File: config.mk
export PLATFORM = sky130hd
export DESIGN_NAME = mc_sequencer_flat
export DESIGN_NICKNAME = d
export VERILOG_FILES = /design/src/rtl/mc_sequencer_if.sv /design/src/rtl/mc_sequencer.sv /design/src/flat_wrapper.sv
export SDC_FILE = /design/constraint.sdc
export NUM_CORES = 1
export LEC_CHECK = 0
export CORE_MARGIN = 1.5
export CORE_UTILIZATION = 52
export CTS_CLUSTER_DIAMETER = 150
export DETAILED_ROUTE_END_ITERATION = 10
export GPL_TIMING_DRIVEN = 0
export MAX_ROUTING_LAYER = met4
export PLACE_DENSITY = 0.8
export SYNTH_ARGS = -nofsm -noshare
export SYNTH_HDL_FRONTEND = slang
export SYNTH_SLANG_ARGS = --single-unit
export TNS_END_PERCENT = 5
File: constraint.sdc
create_clock -name clock_i -period 2.3 [get_ports clock_i]
set_input_delay 0.46 -clock clock_i [delete_from_list [all_inputs] [get_ports clock_i]]
set_output_delay 0.46 -clock clock_i [all_outputs]
set_load 0.005 [all_outputs]
File: src/rtl/mc_sequencer_if.sv
// Control and handshake bundle between mc_sequencer and the RV64 datapath/memories.
// The master side is the sequencer; the slave side is the datapath plus memories.
interface mc_sequencer_if;
   // Datapath and memory status into the sequencer
   logic [6:0] opcode;
   logic [2:0] funct3;
   logic       funct7b5;
   logic       et;
   logic       imem_ready;
   logic       dmem_ready;
   logic       step_mode;
   logic       step;
   // Control strobes out of the sequencer
   logic       imem_req;
   logic       dmem_req;
   logic       dmem_we;
   logic       load_ir;
   logic       pc_write;
   logic       reg_write;
   logic       load_a;
   logic       load_b;
   logic       load_aluout;
   logic       load_mdr;
   logic [2:0] alu_src_a;
   logic [2:0] alu_src_b;
   logic [2:0] alu_fct;
   logic [2:0] mem_to_reg;
   logic [2:0] instr_type;
   logic       retire;
   logic       fault;
   logic [1:0] fault_cause;

   modport master (
      input  opcode, funct3, funct7b5, et, imem_ready, dmem_ready, step_mode, step,
      output imem_req, dmem_req, dmem_we, load_ir, pc_write, reg_write, load_a, load_b,
             load_aluout, load_mdr, alu_src_a, alu_src_b, alu_fct, mem_to_reg,
             instr_type, retire, fault, fault_cause
   );

   modport slave (
      output opcode, funct3, funct7b5, et, imem_ready, dmem_ready, step_mode, step,
      input  imem_req, dmem_req, dmem_we, load_ir, pc_write, reg_write, load_a, load_b,
             load_aluout, load_mdr, alu_src_a, alu_src_b, alu_fct, mem_to_reg,
             instr_type, retire, fault, fault_cause
   );
endinterface

File: src/rtl/mc_sequencer.sv
// Multicycle control sequencer for the RV64 datapath: ready-based memory
// handshakes with timeout, single-step debug, illegal-opcode fault and a
// one-cycle retire pulse. Strobes are registered (computed for the state
// being entered); only load_ir/load_mdr follow the ready inputs directly.
module mc_sequencer #(
   parameter int MEM_TIMEOUT = 15,
   parameter int TMO_W       = 8
) (
   input  logic           clock_i,
   input  logic           reset_ni,
   mc_sequencer_if.master seq_if
);

   typedef enum logic [3:0] {
      S_IDLE, S_FETCH, S_DECODE, S_EXEC, S_MEM, S_WB, S_PCADV, S_BRANCH, S_FAULT
   } state_e;

   typedef enum logic [3:0] {
      C_R, C_IALU, C_LD, C_SD, C_BEQ, C_BNE, C_JAL, C_LUI, C_ILL
   } cls_e;

   typedef struct packed {
      logic       imem_req;
      logic       dmem_req;
      logic       dmem_we;
      logic       pc_write;
      logic       reg_write;
      logic       load_a;
      logic       load_b;
      logic       load_aluout;
      logic [2:0] alu_src_a;
      logic [2:0] alu_src_b;
      logic [2:0] alu_fct;
      logic [2:0] mem_to_reg;
      logic       retire;
   } ctrl_t;

   localparam logic [2:0] SRC_A_PC   = 3'd0;
   localparam logic [2:0] SRC_A_REG  = 3'd1;
   localparam logic [2:0] SRC_A_ZERO = 3'd2;
   localparam logic [2:0] SRC_B_REG  = 3'd0;
   localparam logic [2:0] SRC_B_FOUR = 3'd1;
   localparam logic [2:0] SRC_B_IMM  = 3'd2;
   localparam logic [2:0] FCT_ADD    = 3'd1;
   localparam logic [2:0] FCT_SUB    = 3'd2;
   localparam logic [2:0] FCT_AND    = 3'd3;
   localparam logic [2:0] FCT_XOR    = 3'd6;
   localparam logic [2:0] WB_MDR     = 3'd0;
   localparam logic [2:0] WB_ALUOUT  = 3'd1;
   localparam logic [2:0] IT_R       = 3'd0;
   localparam logic [2:0] IT_I       = 3'd1;
   localparam logic [2:0] IT_S       = 3'd2;
   localparam logic [2:0] IT_SB      = 3'd3;
   localparam logic [2:0] IT_U       = 3'd4;
   localparam logic [2:0] IT_UJ      = 3'd5;
   localparam logic [1:0] CAUSE_ILL  = 2'd1;
   localparam logic [1:0] CAUSE_IMEM = 2'd2;
   localparam logic [1:0] CAUSE_DMEM = 2'd3;

   // A zero timeout means "wait forever"
   localparam bit               TMO_EN  = (MEM_TIMEOUT != 0);
   localparam logic [TMO_W-1:0] TMO_LIM = TMO_W'(MEM_TIMEOUT);

   state_e           state_q;
   ctrl_t            ctrl_q;
   cls_e             cls_q;
   logic [2:0]       fct_q;
   logic [2:0]       itype_q;
   logic [TMO_W-1:0] tmo_cnt_q;
   logic             fault_q;
   logic [1:0]       cause_q;

   cls_e             dec_cls;
   logic [2:0]       dec_fct;
   logic [2:0]       dec_itype;
   logic             br_taken;
   logic             in_flight;

   // Strobe set for a given state; the FSM registers it on entry to that state
   function automatic ctrl_t ctrl_for(input state_e s, input cls_e c,
                                      input logic [2:0] fct, input logic taken);
      ctrl_t k;
      k = '0;
      case (s)
         S_FETCH:  k.imem_req = 1'b1;
         S_DECODE: begin
            k.load_a = 1'b1;
            k.load_b = 1'b1;
         end
         S_EXEC: begin
            case (c)
               C_R: begin
                  k.alu_src_a = SRC_A_REG;  k.alu_src_b = SRC_B_REG;
                  k.alu_fct   = fct;        k.load_aluout = 1'b1;
               end
               C_IALU: begin
                  k.alu_src_a = SRC_A_REG;  k.alu_src_b = SRC_B_IMM;
                  k.alu_fct   = fct;        k.load_aluout = 1'b1;
               end
               C_LD, C_SD: begin
                  k.alu_src_a = SRC_A_REG;  k.alu_src_b = SRC_B_IMM;
                  k.alu_fct   = FCT_ADD;    k.load_aluout = 1'b1;
               end
               C_LUI: begin
                  k.alu_src_a = SRC_A_ZERO; k.alu_src_b = SRC_B_IMM;
                  k.alu_fct   = FCT_ADD;    k.load_aluout = 1'b1;
               end
               C_JAL: begin
                  k.alu_src_a = SRC_A_PC;   k.alu_src_b = SRC_B_FOUR;
                  k.alu_fct   = FCT_ADD;    k.load_aluout = 1'b1;
               end
               C_BEQ, C_BNE: begin
                  // Compare only: the equality flag is consumed, ALUout is kept
                  k.alu_src_a = SRC_A_REG;  k.alu_src_b = SRC_B_REG;
                  k.alu_fct   = FCT_SUB;
               end
               default: ;
            endcase
         end
         S_MEM: begin
            k.dmem_req = 1'b1;
            k.dmem_we  = (c == C_SD);
         end
         S_WB: begin
            k.reg_write  = 1'b1;
            k.mem_to_reg = (c == C_LD) ? WB_MDR : WB_ALUOUT;
            k.pc_write   = 1'b1;
            k.alu_src_a  = SRC_A_PC;
            k.alu_src_b  = (c == C_JAL) ? SRC_B_IMM : SRC_B_FOUR;
            k.alu_fct    = FCT_ADD;
            k.retire     = 1'b1;
         end
         S_PCADV: begin
            k.pc_write  = 1'b1;
            k.alu_src_a = SRC_A_PC;
            k.alu_src_b = SRC_B_FOUR;
            k.alu_fct   = FCT_ADD;
            k.retire    = 1'b1;
         end
         S_BRANCH: begin
            k.pc_write  = 1'b1;
            k.alu_src_a = SRC_A_PC;
            k.alu_src_b = taken ? SRC_B_IMM : SRC_B_FOUR;
            k.alu_fct   = FCT_ADD;
            k.retire    = 1'b1;
         end
         default: ;
      endcase
      return k;
   endfunction

   // Instruction decode from the IR fields: class, ALU function and format
   always_comb begin
      dec_cls   = C_ILL;
      dec_fct   = FCT_ADD;
      dec_itype = IT_R;
      case (seq_if.opcode)
         7'b0110011: begin
            dec_itype = IT_R;
            case ({seq_if.funct3, seq_if.funct7b5})
               4'b000_0: begin dec_cls = C_R; dec_fct = FCT_ADD; end
               4'b000_1: begin dec_cls = C_R; dec_fct = FCT_SUB; end
               4'b111_0: begin dec_cls = C_R; dec_fct = FCT_AND; end
               4'b100_0: begin dec_cls = C_R; dec_fct = FCT_XOR; end
               default:  dec_cls = C_ILL;
            endcase
         end
         7'b0010011: begin
            dec_itype = IT_I;
            case (seq_if.funct3)
               3'b000:  begin dec_cls = C_IALU; dec_fct = FCT_ADD; end
               3'b111:  begin dec_cls = C_IALU; dec_fct = FCT_AND; end
               3'b100:  begin dec_cls = C_IALU; dec_fct = FCT_XOR; end
               default: dec_cls = C_ILL;
            endcase
         end
         7'b0000011: begin
            dec_itype = IT_I;
            if (seq_if.funct3 == 3'b011) dec_cls = C_LD;
         end
         7'b0100011: begin
            dec_itype = IT_S;
            if (seq_if.funct3 == 3'b011) dec_cls = C_SD;
         end
         7'b1100011: begin
            dec_itype = IT_SB;
            if (seq_if.funct3 == 3'b000)      dec_cls = C_BEQ;
            else if (seq_if.funct3 == 3'b001) dec_cls = C_BNE;
         end
         7'b1101111: begin dec_itype = IT_UJ; dec_cls = C_JAL; end
         7'b0110111: begin dec_itype = IT_U;  dec_cls = C_LUI; end
         default: ;
      endcase
   end

   assign br_taken  = ((cls_q == C_BEQ) && seq_if.et) || ((cls_q == C_BNE) && !seq_if.et);
   assign in_flight = state_q inside {S_EXEC, S_MEM, S_WB, S_PCADV, S_BRANCH};

   // Sequencer FSM: next state, registered strobes, wait counter and sticky fault
   always_ff @(posedge clock_i) begin
      if (!reset_ni) begin
         state_q   <= S_IDLE;
         ctrl_q    <= '0;
         cls_q     <= C_ILL;
         fct_q     <= '0;
         itype_q   <= '0;
         tmo_cnt_q <= '0;
         fault_q   <= 1'b0;
         cause_q   <= '0;
      end else begin
         case (state_q)
            S_IDLE: begin
               if (!seq_if.step_mode || seq_if.step) begin
                  state_q   <= S_FETCH;
                  ctrl_q    <= ctrl_for(S_FETCH, cls_q, fct_q, 1'b0);
                  tmo_cnt_q <= '0;
               end
            end
            S_FETCH: begin
               if (seq_if.imem_ready) begin
                  state_q <= S_DECODE;
                  ctrl_q  <= ctrl_for(S_DECODE, cls_q, fct_q, 1'b0);
               end else if (TMO_EN && (tmo_cnt_q == TMO_LIM)) begin
                  state_q <= S_FAULT;
                  ctrl_q  <= '0;
                  fault_q <= 1'b1;
                  cause_q <= CAUSE_IMEM;
               end else if (tmo_cnt_q != '1) begin
                  tmo_cnt_q <= tmo_cnt_q + TMO_W'(1);
               end
            end
            S_DECODE: begin
               cls_q   <= dec_cls;
               fct_q   <= dec_fct;
               itype_q <= dec_itype;
               if (dec_cls == C_ILL) begin
                  state_q <= S_FAULT;
                  ctrl_q  <= '0;
                  fault_q <= 1'b1;
                  cause_q <= CAUSE_ILL;
               end else begin
                  state_q <= S_EXEC;
                  ctrl_q  <= ctrl_for(S_EXEC, dec_cls, dec_fct, 1'b0);
               end
            end
            S_EXEC: begin
               case (cls_q)
                  C_LD, C_SD: begin
                     state_q   <= S_MEM;
                     ctrl_q    <= ctrl_for(S_MEM, cls_q, fct_q, 1'b0);
                     tmo_cnt_q <= '0;
                  end
                  C_BEQ, C_BNE: begin
                     // et is valid now, while the ALU compares A and B
                     state_q <= S_BRANCH;
                     ctrl_q  <= ctrl_for(S_BRANCH, cls_q, fct_q, br_taken);
                  end
                  default: begin
                     state_q <= S_WB;
                     ctrl_q  <= ctrl_for(S_WB, cls_q, fct_q, 1'b0);
                  end
               endcase
            end
            S_MEM: begin
               if (seq_if.dmem_ready) begin
                  if (cls_q == C_LD) begin
                     state_q <= S_WB;
                     ctrl_q  <= ctrl_for(S_WB, cls_q, fct_q, 1'b0);
                  end else begin
                     state_q <= S_PCADV;
                     ctrl_q  <= ctrl_for(S_PCADV, cls_q, fct_q, 1'b0);
                  end
               end else if (TMO_EN && (tmo_cnt_q == TMO_LIM)) begin
                  state_q <= S_FAULT;
                  ctrl_q  <= '0;
                  fault_q <= 1'b1;
                  cause_q <= CAUSE_DMEM;
               end else if (tmo_cnt_q != '1) begin
                  tmo_cnt_q <= tmo_cnt_q + TMO_W'(1);
               end
            end
            S_WB, S_PCADV, S_BRANCH: begin
               state_q <= S_IDLE;
               ctrl_q  <= '0;
            end
            S_FAULT: ;
            default: begin
               state_q <= S_IDLE;
               ctrl_q  <= '0;
            end
         endcase
      end
   end

   assign seq_if.imem_req    = ctrl_q.imem_req;
   assign seq_if.dmem_req    = ctrl_q.dmem_req;
   assign seq_if.dmem_we     = ctrl_q.dmem_we;
   assign seq_if.pc_write    = ctrl_q.pc_write;
   assign seq_if.reg_write   = ctrl_q.reg_write;
   assign seq_if.load_a      = ctrl_q.load_a;
   assign seq_if.load_b      = ctrl_q.load_b;
   assign seq_if.load_aluout = ctrl_q.load_aluout;
   assign seq_if.alu_src_a   = ctrl_q.alu_src_a;
   assign seq_if.alu_src_b   = ctrl_q.alu_src_b;
   assign seq_if.alu_fct     = ctrl_q.alu_fct;
   assign seq_if.mem_to_reg  = ctrl_q.mem_to_reg;
   assign seq_if.retire      = ctrl_q.retire;
   assign seq_if.fault       = fault_q;
   assign seq_if.fault_cause = cause_q;

   // Ready-qualified loads capture the word in the same cycle it is valid
   assign seq_if.load_ir  = (state_q == S_FETCH) && seq_if.imem_ready;
   assign seq_if.load_mdr = (state_q == S_MEM) && seq_if.dmem_ready && (cls_q == C_LD);

   // Format straight from the IR in DECODE, then held for the rest of the instruction
   assign seq_if.instr_type = (state_q == S_DECODE) ? dec_itype :
                              in_flight             ? itype_q   : IT_R;

endmodule

File: src/flat_wrapper.sv
// flat-port wrapper written by rule: the top's interface ports become plain ports
module mc_sequencer_flat 
#(
   parameter int MEM_TIMEOUT = 15,
   parameter int TMO_W       = 8
)
  (clock_i, reset_ni, seq_if_opcode, seq_if_funct3, seq_if_funct7b5, seq_if_et, seq_if_imem_ready, seq_if_dmem_ready, seq_if_step_mode, seq_if_step, seq_if_imem_req, seq_if_dmem_req, seq_if_dmem_we, seq_if_load_ir, seq_if_pc_write, seq_if_reg_write, seq_if_load_a, seq_if_load_b, seq_if_load_aluout, seq_if_load_mdr, seq_if_alu_src_a, seq_if_alu_src_b, seq_if_alu_fct, seq_if_mem_to_reg, seq_if_instr_type, seq_if_retire, seq_if_fault, seq_if_fault_cause);
  mc_sequencer_if seq_if_i ();
  input  logic clock_i;
  input  logic reset_ni;
  input wire logic [$bits(seq_if_i.opcode)-1:0] seq_if_opcode;
  input wire logic [$bits(seq_if_i.funct3)-1:0] seq_if_funct3;
  input wire logic [$bits(seq_if_i.funct7b5)-1:0] seq_if_funct7b5;
  input wire logic [$bits(seq_if_i.et)-1:0] seq_if_et;
  input wire logic [$bits(seq_if_i.imem_ready)-1:0] seq_if_imem_ready;
  input wire logic [$bits(seq_if_i.dmem_ready)-1:0] seq_if_dmem_ready;
  input wire logic [$bits(seq_if_i.step_mode)-1:0] seq_if_step_mode;
  input wire logic [$bits(seq_if_i.step)-1:0] seq_if_step;
  output wire logic [$bits(seq_if_i.imem_req)-1:0] seq_if_imem_req;
  output wire logic [$bits(seq_if_i.dmem_req)-1:0] seq_if_dmem_req;
  output wire logic [$bits(seq_if_i.dmem_we)-1:0] seq_if_dmem_we;
  output wire logic [$bits(seq_if_i.load_ir)-1:0] seq_if_load_ir;
  output wire logic [$bits(seq_if_i.pc_write)-1:0] seq_if_pc_write;
  output wire logic [$bits(seq_if_i.reg_write)-1:0] seq_if_reg_write;
  output wire logic [$bits(seq_if_i.load_a)-1:0] seq_if_load_a;
  output wire logic [$bits(seq_if_i.load_b)-1:0] seq_if_load_b;
  output wire logic [$bits(seq_if_i.load_aluout)-1:0] seq_if_load_aluout;
  output wire logic [$bits(seq_if_i.load_mdr)-1:0] seq_if_load_mdr;
  output wire logic [$bits(seq_if_i.alu_src_a)-1:0] seq_if_alu_src_a;
  output wire logic [$bits(seq_if_i.alu_src_b)-1:0] seq_if_alu_src_b;
  output wire logic [$bits(seq_if_i.alu_fct)-1:0] seq_if_alu_fct;
  output wire logic [$bits(seq_if_i.mem_to_reg)-1:0] seq_if_mem_to_reg;
  output wire logic [$bits(seq_if_i.instr_type)-1:0] seq_if_instr_type;
  output wire logic [$bits(seq_if_i.retire)-1:0] seq_if_retire;
  output wire logic [$bits(seq_if_i.fault)-1:0] seq_if_fault;
  output wire logic [$bits(seq_if_i.fault_cause)-1:0] seq_if_fault_cause;
  assign seq_if_i.opcode = seq_if_opcode;
  assign seq_if_i.funct3 = seq_if_funct3;
  assign seq_if_i.funct7b5 = seq_if_funct7b5;
  assign seq_if_i.et = seq_if_et;
  assign seq_if_i.imem_ready = seq_if_imem_ready;
  assign seq_if_i.dmem_ready = seq_if_dmem_ready;
  assign seq_if_i.step_mode = seq_if_step_mode;
  assign seq_if_i.step = seq_if_step;
  assign seq_if_imem_req = seq_if_i.imem_req;
  assign seq_if_dmem_req = seq_if_i.dmem_req;
  assign seq_if_dmem_we = seq_if_i.dmem_we;
  assign seq_if_load_ir = seq_if_i.load_ir;
  assign seq_if_pc_write = seq_if_i.pc_write;
  assign seq_if_reg_write = seq_if_i.reg_write;
  assign seq_if_load_a = seq_if_i.load_a;
  assign seq_if_load_b = seq_if_i.load_b;
  assign seq_if_load_aluout = seq_if_i.load_aluout;
  assign seq_if_load_mdr = seq_if_i.load_mdr;
  assign seq_if_alu_src_a = seq_if_i.alu_src_a;
  assign seq_if_alu_src_b = seq_if_i.alu_src_b;
  assign seq_if_alu_fct = seq_if_i.alu_fct;
  assign seq_if_mem_to_reg = seq_if_i.mem_to_reg;
  assign seq_if_instr_type = seq_if_i.instr_type;
  assign seq_if_retire = seq_if_i.retire;
  assign seq_if_fault = seq_if_i.fault;
  assign seq_if_fault_cause = seq_if_i.fault_cause;
  mc_sequencer #(.MEM_TIMEOUT(MEM_TIMEOUT), .TMO_W(TMO_W)) u_core (.clock_i(clock_i), .reset_ni(reset_ni), .seq_if(seq_if_i));
endmodule
==> results.toml <==
[route]
wl_mm = 7.639
via_per_inst = 6.517
drc = 0
wl_per_cell_um = 18.28
drtPass1Iterations = 5
drtIter0Drc = 354
ant_nets = 0
num_vias = 2724

[floorplan]
io_pins = 47
start_util = 0.5451
coreArea_mm2 = 0.004384
die_h_um = 70.79
rows = 24
die_x_um = 70.79
dieArea_mm2 = 0.005011

[timing]
tightest_slew_ns = 0.5573
rsz0062_at_grt = "true"
hold_violations = 0
maxSlewViolCount = 0
slew-limit-headroom = 0.6245
timing.final.ws_setup_ns = -0.05897
clock_skew_ns = 0.01206
min_period_over_period = 1.026
fin_crit_ns = 2.359
finalSetupViolCount = 3
fmaxAchievable_ghz = 0.4239

[layout]
largest_register_ff_count = 8
stdcell_count = 418
drive_gt1_frac = 0.2158
regMostFlops = "u_core.tmo_cnt_q"
top_regs = "u_core.tmo_cnt_q x8, u_core.cls_q x4, u_core.state_q x4"
area_growth_syn_to_layout_pct = 41.31
antenna_cells = 0
layout.nets = 384

[yosys]
synth.cell_area_mm2 = 0.002390
synth_edf_count = 0
syn_avg_cell_area_um2 = 8.184
syn_nets = 311
synthDistinctLibCells = 64
ys_seq_area_frac = 0.3602
synthCells = 292
async_reset_ff_frac = 0
synthFlopType = "dfxtp_1"
yosysWarnings = 0
ys_ff_latch = 43

[place]
placedCellCount = 387
portBuffers = 43
globalplace.congestion = 0.9447
dp_hpwl_mm = 4.532
place_ws_ns = -0.7837

[run]
cap_violations = 0

[clock_network]
cts-root-buf = "clkbuf_8"
cts.sinks = 43
cts_buffer_depth = 2
cts_buffers = 5
clk-insertion-delay-late_ns = 0.30
cts_htree_levels = 2
cts_tree = "yes"
cts.hold.buffers_added = 0
path_clk_slew_ns = 0.09

[critical_path]
worstSetupPathType = "in2out"
cp_cell_sequence = "clkdlybuf4s50_1 -> nor2b_4 -> nand3_2 -> inv_2 -> clkdlybuf4s50_1"
crit_top_cell = "clkdlybuf4s50_1"
reg2reg_depth = 7
crit_path_end = "seq_if_load_ir"
cp-end-kind = "primary output"
regToRegSetupSlack_ns = 0.04
crit_path_max_incr_delay_ns = 0.50
worstPathMaxFanout = 4
cpMaxStageDelayCell = "clkdlybuf4s50_1"
crit_path_start_kind = "primary input"
arrival_ns = 1.90
cp.required_ns = 1.84
reg2reg_to = "u_core.tmo_cnt_q[4]"
startpoint = "seq_if_imem_ready"
worstReg2RegStart = "u_core.cls_q[2]"

[power_and_ir_drop]
p_leak_nw = 1.292
ir_worst_vdd_v = 0.0005003
pwr_density_cell_mw_per_mm2 = 665.9
p_total_mw = 2.249

[status]
status = "finished with violations"
failed_checks = "negative setup slack"

[grt]
grt-ovfl-total = 0
first_global_vias = 2409
antenna_found_initial = 0
track_usage = 0.2994
grt_first_pass_wirelength_mm = 11.74
grt_max_degree = 14

[hold_path]
hp-class = "reg2reg"
==> Yosys cell counts, types with 4 or more instances <==
library cell	count	area share
nand3b_1	6	0.019
nand2_1	25	0.039
a22o_1	5	0.018
or2_2	4	0.010
o22ai_1	4	0.010
inv_1	7	0.011
nor2_1	20	0.031
and3_1	10	0.026
o21ai_0	14	0.029
and2_1	4	0.010
nand3_1	13	0.027
dfxtp_1	43	0.36
a211oi_1	5	0.016
clkbuf_1	12	0.019
nand4_1	4	0.010
nor3_1	7	0.015
nor2b_1	5	0.013
buf_2	4	0.0084
o21a_1	6	0.019
a21oi_1	24	0.050
or3_1	5	0.013
==> routing by layer <==
| layer | track usage | vias to the layer above | share of wire |
|---|---|---|---|
| li1 | - | 1246 | - |
| met1 | 0.4005 | 1294 | 0.43 |
| met3 | 0.03846 | 21 | 0.065 |
| met2 | 0.4808 | 163 | 0.49 |
| met5 | - | - | 0 |
| met4 | 0.07966 | 0 | 0.022 |
==> critical path, delay by kind of cell <==
family                 cells  cell delay, ns
and+or+nand+nor            2            0.33
buffers and inverters      3            1.11
==> per-stage QoR <==
stage,util,TNS [ns],area [µm²],hold WS [ns]
after floorplan,-,0,2390,0.4345
after global placement,0.6581,-5.746,2885,0.4346
after detailed placement,0.6581,-6.423,2885,0.4448
after CTS,0.7451,-0.1018,3267,0.4653
after global routing,0.7703,-0.3725,3377,0.4852
final,0.7703,-0.1101,3377,0.4591
==> placed cells by master (no fill, tap or decap), drive strengths merged, types with 6 or more instances in the layout <==
| cell type | count |
|---|---|
| nand3b | 6 |
| a211oi | 6 |
| and3 | 10 |
| dfxtp | 43 |
| o21a | 6 |
| clkbuf | 15 |
| nor2 | 20 |
| inv | 7 |
| nor3 | 7 |
| clkdlybuf4s50 | 35 |
| o21ai | 14 |
| buf | 36 |
| a21oi | 24 |
| nand2 | 25 |
| nand3 | 13 |
==> logic make-up after synthesis <==
| family | synth area share |
|---|---|
| AO/OA/AOI/OAI | 0.2764 |
| XOR/XNOR | 0.01466 |
| adder cells (fa/ha/maj) | 0.005235 |
| buffers and inverters | 0.04659 |
| flip-flops | 0.3602 |
| multiplexers | 0.004189 |
| AND/OR/NAND/NOR | 0.2927 |
==> layout make-up <==
class / instances / area [µm²]
inverters: 7 / 26.28
plain buffers: 16 / 118.9
clock buffers: 6 / 72.57
well taps: 52 / 65.06
multi-input cells: 223 / 1520
clock inverters: 2 / 60.06
fillers: 310 / 1007
repair buffers: 69 / 639.4
flip-flops and latches: 43 / 874.6
==> worst min-delay path by stage <==
stage | startpoint | endpoint | slack [ns] | depth (start not counted)
CTS | u_core.seq_if.reg_write | u_core.seq_if.reg_write | 0.47 | 1
floorplan | u_core.itype_q[1] | u_core.itype_q[1] | 0.43 | 2
finish | u_core.seq_if.reg_write | u_core.seq_if.reg_write | 0.46 | 1
detailed placement | u_core.seq_if.reg_write | u_core.seq_if.reg_write | 0.44 | 1
global route | u_core.seq_if.reg_write | u_core.seq_if.reg_write | 0.49 | 1
global placement | u_core.seq_if.reg_write | u_core.seq_if.reg_write | 0.43 | 1
==> repair_timing <==
item                                    in CTS  in global routing
gates cloned                                 0                  0
endpoints found under the setup margin       8                 22
resized for setup                           56                 24
pin swaps                                    8                  8
buffers inserted                            18                 10
==> where the power goes <==
group | switching [mW] | internal [mW]
clock network | 0.269 | 0.434
registers | 0.0484 | 0.794
logic | 0.392 | 0.311
total | 0.709 | 1.54
Note: power is estimated with default switching activity, not from simulation.
